## src/rtl/wb_unified_mem_arbiter_pkg.sv

```systemverilog
// Shared encodings for the unified instruction/data memory arbiter:
// FSM states, grant codes and the wait counter width.
package wb_unified_mem_arbiter_pkg;

    typedef enum logic [1:0] {
        ARB_IDLE  = 2'b00,
        ARB_GNT_I = 2'b01,
        ARB_GNT_D = 2'b10
    } arb_state_e;

    typedef enum logic {
        MST_I = 1'b0,
        MST_D = 1'b1
    } master_e;

    localparam logic [1:0] GRANT_NONE = 2'b00;
    localparam logic [1:0] GRANT_I    = 2'b01;
    localparam logic [1:0] GRANT_D    = 2'b10;

    localparam int WAIT_CNT_W = 8;

    function automatic logic [1:0] grant_code(input arb_state_e state);
        case (state)
            ARB_GNT_I: return GRANT_I;
            ARB_GNT_D: return GRANT_D;
            default:   return GRANT_NONE;
        endcase
    endfunction

endpackage

```

## src/rtl/wb_arb_timeout.sv

```systemverilog
// Saturating wait counter for a granted transfer; flags expiry when the
// count reaches TIMEOUT (a TIMEOUT of 0 never expires).
module wb_arb_timeout
    import wb_unified_mem_arbiter_pkg::*;
#(
    parameter int TIMEOUT = 255
) (
    input  logic clk,
    input  logic rst_n,
    input  logic clear,
    input  logic enable,
    output logic expired
);

    localparam logic [WAIT_CNT_W-1:0] LIMIT      = WAIT_CNT_W'(TIMEOUT);
    localparam bit                    TIMEOUT_EN = (TIMEOUT != 0);

    logic [WAIT_CNT_W-1:0] wait_cnt_d, wait_cnt_q;

    // NOTE: every always_comb output gets a default first, so no path can infer a latch.
    always_comb begin
        wait_cnt_d = wait_cnt_q;
        if (clear) begin
            wait_cnt_d = '0;
        end else if (enable && (wait_cnt_q != '1)) begin
            wait_cnt_d = wait_cnt_q + 1'b1;
        end
    end

    // NOTE: state updates use non-blocking assignments so all flops sample together.
    always_ff @(posedge clk or negedge rst_n) begin
        if (!rst_n) begin
            wait_cnt_q <= '0;
        end else begin
            wait_cnt_q <= wait_cnt_d;
        end
    end

    assign expired = TIMEOUT_EN && (wait_cnt_q == LIMIT);

endmodule

```

## src/rtl/wb_unified_mem_arbiter.sv

```systemverilog
// Two-master (instruction fetch, data) to one-slave Wishbone classic arbiter
// with alternating grants under contention and a stalled-slave timeout.
module wb_unified_mem_arbiter
    import wb_unified_mem_arbiter_pkg::*;
#(
    parameter  int ADDR_W  = 32,
    parameter  int DATA_W  = 32,
    parameter  int TIMEOUT = 255,
    localparam int SEL_W   = DATA_W / 8
) (
    input  logic              clk,
    input  logic              rst_n,
    input  logic [ADDR_W-1:0] iwb_adr_i,
    input  logic              iwb_cyc_i,
    input  logic              iwb_stb_i,
    output logic [DATA_W-1:0] iwb_dat_o,
    output logic              iwb_ack_o,
    output logic              iwb_err_o,
    input  logic [ADDR_W-1:0] dwb_adr_i,
    input  logic [DATA_W-1:0] dwb_dat_i,
    input  logic              dwb_we_i,
    input  logic [SEL_W-1:0]  dwb_sel_i,
    input  logic              dwb_cyc_i,
    input  logic              dwb_stb_i,
    output logic [DATA_W-1:0] dwb_dat_o,
    output logic              dwb_ack_o,
    output logic              dwb_err_o,
    output logic [ADDR_W-1:0] mwb_adr_o,
    output logic [DATA_W-1:0] mwb_dat_o,
    output logic              mwb_we_o,
    output logic [SEL_W-1:0]  mwb_sel_o,
    output logic              mwb_cyc_o,
    output logic              mwb_stb_o,
    input  logic [DATA_W-1:0] mwb_dat_i,
    input  logic              mwb_ack_i,
    input  logic              mwb_err_i,
    output logic [1:0]        grant_o
);

    arb_state_e state_d, state_q;
    master_e    last_grant_d, last_grant_q;
    logic       i_req, d_req, mwb_resp, expired;

    assign i_req    = iwb_cyc_i & iwb_stb_i;
    assign d_req    = dwb_cyc_i & dwb_stb_i;
    assign mwb_resp = mwb_ack_i | mwb_err_i;

    wb_arb_timeout #(
        .TIMEOUT (TIMEOUT)
    ) u_timeout (
        .clk     (clk),
        .rst_n   (rst_n),
        .clear   (state_q == ARB_IDLE),
        .enable  ((state_q != ARB_IDLE) && !mwb_resp),
        .expired (expired)
    );

    // Any exit from a grant (response, timeout or master abort) records its owner.
    always_comb begin
        state_d      = state_q;
        last_grant_d = last_grant_q;
        case (state_q)
            ARB_IDLE: begin
                if (i_req && d_req) begin
                    state_d = (last_grant_q == MST_I) ? ARB_GNT_D : ARB_GNT_I;
                end else if (i_req) begin
                    state_d = ARB_GNT_I;
                end else if (d_req) begin
                    state_d = ARB_GNT_D;
                end
            end
            ARB_GNT_I: begin
                if (!iwb_cyc_i || expired || mwb_resp) begin
                    state_d      = ARB_IDLE;
                    last_grant_d = MST_I;
                end
            end
            ARB_GNT_D: begin
                if (!dwb_cyc_i || expired || mwb_resp) begin
                    state_d      = ARB_IDLE;
                    last_grant_d = MST_D;
                end
            end
            default: state_d = ARB_IDLE;
        endcase
    end

    always_ff @(posedge clk or negedge rst_n) begin
        if (!rst_n) begin
            state_q      <= ARB_IDLE;
            last_grant_q <= MST_I;
        end else begin
            state_q      <= state_d;
            last_grant_q <= last_grant_d;
        end
    end

    assign grant_o = grant_code(state_q);

    // Read data is broadcast; only the owner ever sees a termination strobe.
    assign iwb_dat_o = mwb_dat_i;
    assign dwb_dat_o = mwb_dat_i;

    // Expiry forces cyc/stb low; err wins over a simultaneous ack.
    always_comb begin
        mwb_adr_o = '0;
        mwb_dat_o = '0;
        mwb_we_o  = 1'b0;
        mwb_sel_o = '0;
        mwb_cyc_o = 1'b0;
        mwb_stb_o = 1'b0;
        iwb_ack_o = 1'b0;
        iwb_err_o = 1'b0;
        dwb_ack_o = 1'b0;
        dwb_err_o = 1'b0;
        case (state_q)
            ARB_GNT_I: begin
                mwb_adr_o = iwb_adr_i;
                mwb_sel_o = '1;
                mwb_cyc_o = iwb_cyc_i & ~expired;
                mwb_stb_o = iwb_stb_i & ~expired;
                iwb_err_o = iwb_cyc_i & (expired | mwb_err_i);
                iwb_ack_o = iwb_cyc_i & ~expired & mwb_ack_i & ~mwb_err_i;
            end
            ARB_GNT_D: begin
                mwb_adr_o = dwb_adr_i;
                mwb_dat_o = dwb_dat_i;
                mwb_we_o  = dwb_we_i;
                mwb_sel_o = dwb_sel_i;
                mwb_cyc_o = dwb_cyc_i & ~expired;
                mwb_stb_o = dwb_stb_i & ~expired;
                dwb_err_o = dwb_cyc_i & (expired | mwb_err_i);
                dwb_ack_o = dwb_cyc_i & ~expired & mwb_ack_i & ~mwb_err_i;
            end
            default: ;
        endcase
    end

endmodule

```

## config.mk

```make
export PLATFORM = sky130hd
export DESIGN_NAME = wb_unified_mem_arbiter
export DESIGN_NICKNAME = d
export VERILOG_FILES = /design/src/rtl/wb_unified_mem_arbiter_pkg.sv /design/src/rtl/wb_arb_timeout.sv /design/src/rtl/wb_unified_mem_arbiter.sv
export SDC_FILE = /design/constraint.sdc
export NUM_CORES = 1
export LEC_CHECK = 0
export ABC_AREA = 0
export CELL_PAD_IN_SITES_DETAIL_PLACEMENT = 1
export CELL_PAD_IN_SITES_GLOBAL_PLACEMENT = 1
export CORE_UTILIZATION = 14
export DETAILED_ROUTE_END_ITERATION = 16
export PLACE_DENSITY_LB_ADDON = 0.1
export SKIP_LAST_GASP = 1
export SYNTH_ARGS = -nofsm -noshare
export SYNTH_HDL_FRONTEND = slang
export SYNTH_SLANG_ARGS = --single-unit
```

## constraint.sdc

```tcl
create_clock -name clk -period 2.4 [get_ports clk]
set_clock_uncertainty 0.2 [all_clocks]
set_input_delay 0.24 -clock clk [delete_from_list [all_inputs] [get_ports clk]]
set_output_delay 0.24 -clock clk [all_outputs]
set_load 0.005 [all_outputs]
```

# Word-level counts from Yosys, hierarchy flattened
# Cells that the tools add are included.
[totals]
word_cells = 66
register_bits = 11
output_inout_bits = 141
in_bits = 141
[op_classes]
muxes = 23
n_reduce_logical = 16
n_eq_ne = 7
n_bitwise = 16
n_addsub = 1
[ops]
columns = ["op", "n"]
rows = [
  ["$pmux W32 S2", 1],
  ["$mux W32", 1],
  ["$mux W8", 2],
  ["$and A1 B1 Y1", 12],
  ["$mux W2", 6],
  ["$add A8 B1 Y8 const B", 1],
  ["$eq A8 B8 Y1 const B", 1],
  ["$ne A8 B8 Y1 const B", 1],
  ["$pmux W4 S2", 1],
  ["$mux W1", 7],
  ["$pmux W1 S2", 3],
  ["$pmux W2 S3", 1],
  ["$reduce_and A3 Y1", 2],
  ["$reduce_bool A2 Y1", 3],
  ["$logic_or A1 B1 Y1", 4],
  ["$ne A2 B2 Y1 const B", 2],
  ["$ne A4 B4 Y1 const B", 1],
  ["$pmux W2 S2", 1],
  ["$logic_and A1 B1 Y1", 3],
  ["$logic_not A1 Y1", 3],
  ["$eq A2 B1 Y1 const B", 1],
  ["$eq A2 B2 Y1 const B", 1],
  ["$logic_not A2 Y1", 1],
  ["$not A1 Y1", 2],
  ["$or A1 B1 Y1", 2],
]

# Depth between registers and ports, before layout
# Gate-level depths: netlist of run 1.
[depth]
depth_word = 6
mapped_depth = 7
mapped_depth_nobuf = 6

# Hierarchy
# A second synthesis of run 1 with hierarchy kept.
[hier_totals]
cells_unflattened = 269
hier_area_um2 = 2034.5
[modules_own_cells]
columns = ["module", "area_each_um2", "cells_per_inst", "instances", "seq_area_each_um2"]
rows = [
  ["wb_unified_mem_arbiter", 1565.3, 222, 1, 75.1],
  ["wb_arb_timeout", 469.2, 47, 1, 200.2],
]

# Least setup slack after synthesis of run 1
# No wires, ideal clock.
[synth_timing]
path_kind = "flip-flop to output port"
start = "register state_q[1]"
end = "output mwb_cyc_o"
path_stages_with_launch = 7
n_path_buf = 2
arrival_time_ps = 1366
required_time_ps = 1960
setup_slack_ps = 594
cell_sequence = "dfrtp_1 -> inv_1 -> ha_1 -> buf_2 -> clkbuf_1 -> nand2_1 -> a21oi_1"
[synth_via]
elab_chain_len = 2
word_cells_on_any_way = 3
classes_between = "eq/ne: 2; mux: 1"
[synth_lines]
columns = ["element", "line", "text"]
rows = [
  ["start: declaration", "wb_unified_mem_arbiter.sv:40", "arb_state_e state_d, state_q;"],
  ["start signal: assignment", "wb_unified_mem_arbiter.sv:93", "state_q <= state_d;"],
  ["$eq A2 B2 Y1 / $eq A2 B1 Y1 (equally long branches)", "wb_unified_mem_arbiter.sv:116", "case (state_q)"],
  ["$pmux W1 S2 (*)", "wb_unified_mem_arbiter.sv:116", ""],
  ["end: declaration", "wb_unified_mem_arbiter.sv:32", "output logic mwb_cyc_o,"],
]
# Every way passes the cells marked *; elsewhere a longest branch is shown, timed or not.

# Worst setup path in the final report of run 1
[layout_timing]
start = "register state_q[1]"
end = "output mwb_adr_o[13]"
[layout_via]
elab_chain_len = 2
word_cells_on_any_way = 3
classes_between = "eq/ne: 2; mux: 1"
[layout_lines]
columns = ["element", "line", "text"]
rows = [
  ["$eq A2 B2 Y1 / $eq A2 B1 Y1 (equally long branches)", "wb_unified_mem_arbiter.sv:116", ""],
  ["$pmux W32 S2 (*)", "wb_unified_mem_arbiter.sv:116", ""],
  ["end: declaration", "wb_unified_mem_arbiter.sv:28", "output logic [ADDR_W-1:0] mwb_adr_o,"],
]
# Marked as above.

==> metrics, run 1 <==
status complete, no violations; TritonCTS clock tree yes; vias in the first global route 2361; Hold WC Path Type in -> async; WP buf/inv 3; Syn Nets 409; Slew Limit Fails 0; worst slew pin tran 0.534 ns; Iteration-0 DRC Markers 45; Crit Path Max Fanout 18; Routed WL between 9 and 10 mm; Syn-to-layout area delta 101%; FF+latch count, synth 11; final setup violation count 0; crit end category output pin; io pins 282; Sequential Area 275 um2; Setup TNS 0 ns; die width ~120 um; Levels on crit path 5; layout cells sized above 1 0.109; Synth cell types 34; Site Rows 43; Ant. Diodes 0; hold_ws 0.156 ns; maxcap violations 0; sequential area share after synthesis 0.139; final core occ 0.289; Max stage delay on crit path 0.50 ns; worst reg-to-reg setup slack approximately 0.5 ns; Core ar. approximately 14000 um2; final instance area 4000 um2; Post-route DRC 0; die area 14600 um2; placer congestion estimate 0.725; Die Span Y 121 um; DP Cell Count 558; clk_lat worst skew approximately 0.24 ns; gr usage total 0.114; WP data arrival 1.91 ns; Finished Layout Cells 573; slowest library cell on the worst path clkdlybuf4s50_1; largest net degree at the start of global routing 28; initial core utilization 0.143; fillers 1603; period utilization 0.978; setup ws final 0.0518 ns; kind of cell adding the most delay to the critical path buffers and inverters; crit path kind reg -> out; placed inst area approximately 3600 um2; Pwr Total 2.75 mW; crit path time final approximately 2.3 ns; number of buffers added on ports 185; Leakage 1.75 nW; Routed Antenna Nets 0; RSZ-0062 raised after global routing yes; Avg Cell Area, Syn 7.54 um2; NumNets Final between 500 and 600; CTS buffer count 3; Reg clk slew, reported paths 0.04 ns; clock tree sinks 11; Relative slew margins 0.643; CTS root buf clkbuf_16; first-pass GRT wire length about 13 mm; Max VDD drop 0.322 mV; critical path cell sequence inv_2 > ha_4 > bufbuf_16 > nor2b_2 > clkdlybuf4s50_1; area of the multi-input gates roughly 1200 um2; initial antenna violation count 0; warnings from Yosys 0; Worst Path Required 1.96 ns; wire per inst 16.0 um; Post-CTS Hold Fix Bufs 0; startpoint types register; fmax 426 MHz; R2R depth 7; mapped cell area 1980 um2; via count 2250; H-tree Lvls 1; CTS max path bufs 2; 1st-pass router iterations 4; pre-CTS setup slack 0.124 ns; endpoints failing hold 0; GRT overflow 0; hpwl dp slightly below 7 mm; post-DR vias/cell 3.93; Synth Instances ~260; P per Cell Area 687 nW/um2
-- registers in the layout, indices dropped and copies added, names as in the netlist --
name	flops
u_timeout.wait_cnt_q	8
state_q	2
last_grant_q	1
-- what timing repair did --
action                     in CTS  in global routing
gates cloned                    2                  2
setup endpoints to repair      56                 49
buffers inserted                3                  4
resized for setup              11                 24
pin swaps                       1                  1
-- cell usage in the layout (no fill, tap or decap), types with 4 or more instances in the layout --
cell / synthesis / layout
xor2_1: 5 / 5
buf_12: 0 / 4
clkbuf_16: 0 / 5
nor2b_2: 0 / 4
dfrtp_1: 11 / 11
dlymetal6s2s_1: 0 / 18
nor2b_1: 36 / 32
nor2_1: 12 / 12
a22oi_1: 32 / 32
a21oi_1: 7 / 7
buf_4: 65 / 14
and2_1: 33 / 33
nand2_1: 8 / 8
clkdlybuf4s50_1: 0 / 167
-- cells by family (layout without fill, tap and decap cells) --
logic type | Yosys count | after routing | synth area share
AND/OR/NAND/NOR | 101 | 101 | 0.309
buffers and inverters | 84 | 214 | 0.284
AO/OA/AOI/OAI | 55 | 55 | 0.204
flip-flops | 11 | 11 | 0.139
adder cells (fa/ha/maj) | 5 | 5 | 0.0315
XOR/XNOR | 5 | 5 | 0.0221
multiplexers | 2 | 2 | 0.0101
-- where the power goes --
part / leakage (nW) / switching [mW] / internal [mW]
clock: 0.0382 / 0.0838 / 0.223
sequential: 0.149 / 0.0208 / 0.216
combinational: 1.56 / 0.839 / 1.36
-- cell type report --
type                            count  share of cell area
Timing Repair Buffer              208               0.552
Clock buffer                        4              0.0197
Multi-Input combinational cell    168               0.301
Inverter                            2             0.00188
Tap cell                          180              0.0564
Sequential cell                    11              0.0689
-- final timing paths --
| kind | from | end |
|---|---|---|
| worst min register to register | last_grant_q$_DFFE_PN0P_ | last_grant_q$_DFFE_PN0P_ |
| min in group clk | mwb_dat_i[3] | dwb_dat_o[3] |
| max in group asynchronous | rst_n | last_grant_q$_DFFE_PN0P_ |
| worst min-delay path | rst_n | u_timeout.wait_cnt_q[6]$_DFFE_PN0P_ |
| worst max-delay path | state_q[1]$_DFFE_PN0P_ | mwb_adr_o[13] |
| worst max register to register | state_q[1]$_DFFE_PN0P_ | state_q[0]$_DFFE_PN0P_ |
-- worst reg2reg max path, delay by kind of cell, from the launching register on --
| kind | cells | cell delay [ns] |
|---|---|---|
| flops | 1 | 0.38 |
| buf+inv | 2 | 0.31 |
| fa+ha+maj | 1 | 0.18 |
| compound gates | 4 | 0.70 |
-- cells in the mapped netlist --
library cell	count	area, um2
xor2_1	5	43.8
mux2i_1	2	20.0
o31ai_1	1	7.51
a41oi_1	1	8.76
a31oi_1	1	6.26
o211ai_2	1	12.5
or4_1	1	7.51
and2_1	33	206
buf_2	3	15.0
a22oi_1	32	240
o32ai_1	1	8.76
o21ai_0	3	15.0
nand4_4	1	21.3
nand3_1	1	5.00
clkbuf_1	11	41.3
a21oi_1	7	35.0
nor2_1	12	45.0
inv_1	2	7.51
or3_1	1	6.26
o21ai_4	1	16.3
buf_1	3	11.3
ha_1	5	62.6
nand4_1	1	6.26
a22o_1	2	17.5
a21boi_0	2	15.0
buf_4	65	488
nand3_2	2	20.0
nor2b_1	36	225
o211ai_1	3	22.5
dfrtp_1	11	275
and4_2	1	10.0
nand2_1	8	30.0
and3_1	3	18.8
nor2_4	1	11.3
-- routing by layer --
metal / GRT usage / vias to the layer above / wire length [um]
met5: 0 / - / 0
met4: 0.0285 / 0 / 153
met3: 0.0249 / 17 / 654
met2: 0.212 / 96 / 4710
met1: 0.130 / 1047 / 3670
li1: - / 1090 / -
(Power assumes the default switching activity.)
==> run 2: changes to the inputs <==
Clock period 2.4 ns to 2.2 ns, I/O delays scaled along.
==> run 2 against run 1 <==
Against the previous run: the run now ends with negative setup slack left; sequential power increased by 9.3%; setup slack got worse by 0.086 ns; hold slack got worse by 0.0085 ns; largest cell class unchanged.
==> metrics, run 2 (synthesis results as in run 1) <==
sequential power share 0.085 (was 0.086); TritonCTS clock tree yes (unchanged); hpwl dp 7.23 mm (was 6.91 mm); slowest library cell on the worst path clkdlybuf4s50_1 (unchanged); period utilization 1.02; Logic pwr share 0.805 (was 0.802); post-DR vias/cell 3.90 (was 3.93); met1 usage in global routing 0.123 (was 0.130); Routed Antenna Nets 0 (unchanged); initial core utilization 0.143 (unchanged); Post-route DRC 0 (unchanged); die area 14600 um2 (unchanged); DP Cell Count 570 (was 558); initial antenna violation count 0 (unchanged); most used routing layer met2 (unchanged); critical path cell sequence inv_2 > ha_4 > buf_12 > buf_8 > and2_1 > clkdlybuf4s50_1 (was inv_2 > ha_4 > bufbuf_16 > nor2b_2 > clkdlybuf4s50_1); Die Span Y 121 um (unchanged); commonest cells after routing, fill and taps aside 132 x clkdlybuf4s50_1, 41 x dlygate4sd2_1, 34 x nor2b_1, 33 x and2_1, 28 x buf_4 (was 167 x clkdlybuf4s50_1, 33 x and2_1, 32 x a22oi_1, 32 x nor2b_1, 18 x dlymetal6s2s_1); final setup violation count 21 (was 0); GRT met2 Usage 0.221 (was 0.212); 1st-pass router iterations 3 (was 4); max reg flops 8 (unchanged); Syn-to-layout area delta 106% (was 101%); final core occ 0.295 (was 0.289); crit end category output pin (unchanged); R2R depth 8 (was 7); failing checks negative setup slack; met3 usage 0.0315 (was 0.0249); first-pass GRT wire length 13.4 mm (was 13.1 mm); Finished Layout Cells 589 (was 573); most common cell after layout, fill and taps aside clkdlybuf4s50_1 (unchanged); maxcap violations 0 (unchanged); Reg clk slew, reported paths 0.04 ns (about the same); Post-CTS Hold Fix Bufs 0 (unchanged); endpoints failing hold 0 (unchanged); Site Rows 43 (unchanged); die width 121 um (unchanged); gr usage total 0.115 (was 0.114); reg2reg start state_q[1]$_DFFE_PN0P_ (unchanged); Sequential Area 275 um2 (unchanged); Worst Path Required 1.78 ns (was 1.96 ns); largest net degree at the start of global routing 19 (was 28); placer congestion estimate 0.676 (was 0.725); status finished with violations (was complete, no violations); Switching Fraction 0.351 (was 0.344); NumNets Final 556 (was 540); worst slew pin tran 0.562 ns (was 0.534 ns); CTS root buf clkbuf_16 (unchanged); clock network fraction of design power 0.109 (was 0.112); fmax roughly 450 MHz; area of the multi-input gates 1240 um2 (was 1200 um2); crit path kind reg -> out (unchanged); vias in the first global route 2387 (was 2361); Leakage 1.85 nW (was 1.75 nW); layout cells sized above 1 0.161 (was 0.109); Crit Path Max Fanout 14 (was 18); Ant. Diodes 0 (unchanged); clock tree sinks 11 (unchanged); Core ar. 13800 um2 (unchanged); CTS buffer count 3 (unchanged); Slew Limit Fails 0 (unchanged); Iteration-0 DRC Markers 52 (was 45); Routed WL 8.98 mm (was 9.19 mm); Max stage delay on crit path 0.52 ns (was 0.50 ns); RSZ-0062 raised after global routing yes (unchanged); Pint 1.97 mW (was 1.80 mW); Pwr Total 3.04 mW (was 2.75 mW); number of buffers added on ports 185 (unchanged); P per Cell Area 745 nW/um2 (was 687 nW/um2); GRT overflow 0 (unchanged); Largest regs u_timeout.wait_cnt_q x8, state_q x2, last_grant_q x1 (unchanged); startpoint types register (unchanged); io pins 282 (unchanged); Setup crit start state_q[0]$_DFFE_PN0P_ (was state_q[1]$_DFFE_PN0P_); Max VDD drop 0.284 mV (was 0.322 mV); fillers 1623 (was 1603); Relative slew margins 0.624 (was 0.643); setup ws final -0.0346 ns (was 0.0518 ns); Sw Pwr 1.07 mW (was 0.944 mW); clk_lat worst skew 0.24 ns (about the same); crit path time final 2.23 ns; H-tree Lvls 1 (unchanged); via count 2299 (was 2250); WP data arrival 1.81 ns (was 1.91 ns); Reg with most FFs u_timeout.wait_cnt_q (unchanged); wire per inst 15.2 um (was 16.0 um); CTS max path bufs 2 (unchanged); Hold WC Path Type in -> async (unchanged)
run 2: power groups by stage:
stage                     Combinational (mW)  Sequential (mW)  Clock [mW]
after floorplan                        0.972            0.259           0
after global placement                  2.12            0.260           0
after detailed placement                2.12            0.261           0
after CTS                               2.44            0.258       0.343
after global routing                    2.67            0.261       0.347
final                                   2.45            0.259       0.333
run 2: final timing paths:
check	slack (ns)	to
max	-0.03	mwb_dat_o[7]
min	0.15	u_timeout.wait_cnt_q[6]$_DFFE_PN0P_
min in group clk	0.24	dwb_dat_o[3]
max reg2reg	0.21	state_q[0]$_DFFE_PN0P_
max in group asynchronous	1.28	state_q[1]$_DFFE_PN0P_
min reg2reg	0.33	last_grant_q$_DFFE_PN0P_
run 2: critical path, delay by kind of cell (launching register included):
kind	cells	cell delay, ns
fa+ha+maj	1	0.17
buf+inv	4	0.89
flops	1	0.40
simple gates	1	0.12
run 2: per-layer routing:
metal	routed length [um]	vias up
li1	-	1121
met1	3320	1063
met2	4690	95
met3	805	20
met4	165	0
met5	0	-
run 2: stage by stage:
step	worst slack, ns	TNS (ns)	area (um2)	hold WS, ns
after floorplan	0.414	0	1980	-0.276
after global placement	-0.0132	-0.0242	3710	0.240
after detailed placement	-0.0455	-0.0772	3710	0.240
after CTS	-0.105	-2.44	3980	0.185
after global routing	-0.127	-2.64	4080	0.194
final	-0.0346	-0.375	4080	0.147
run 2: what timing repair did:
action / 4_1_cts / 5_1_grt
gates cloned: 2 / 0
buffers inserted: 9 / 4
pin swaps: 2 / 1
setup endpoints to repair: 76 / 47
resized for setup: 70 / 21
run 2: layout make-up:
class                      count  share of cell area
clock buffer                   4              0.0193
inverter                       2             0.00184
multi-input combinational    168               0.305
sequential                    11              0.0674
tap                          180              0.0552
timing repair buffer         224               0.551
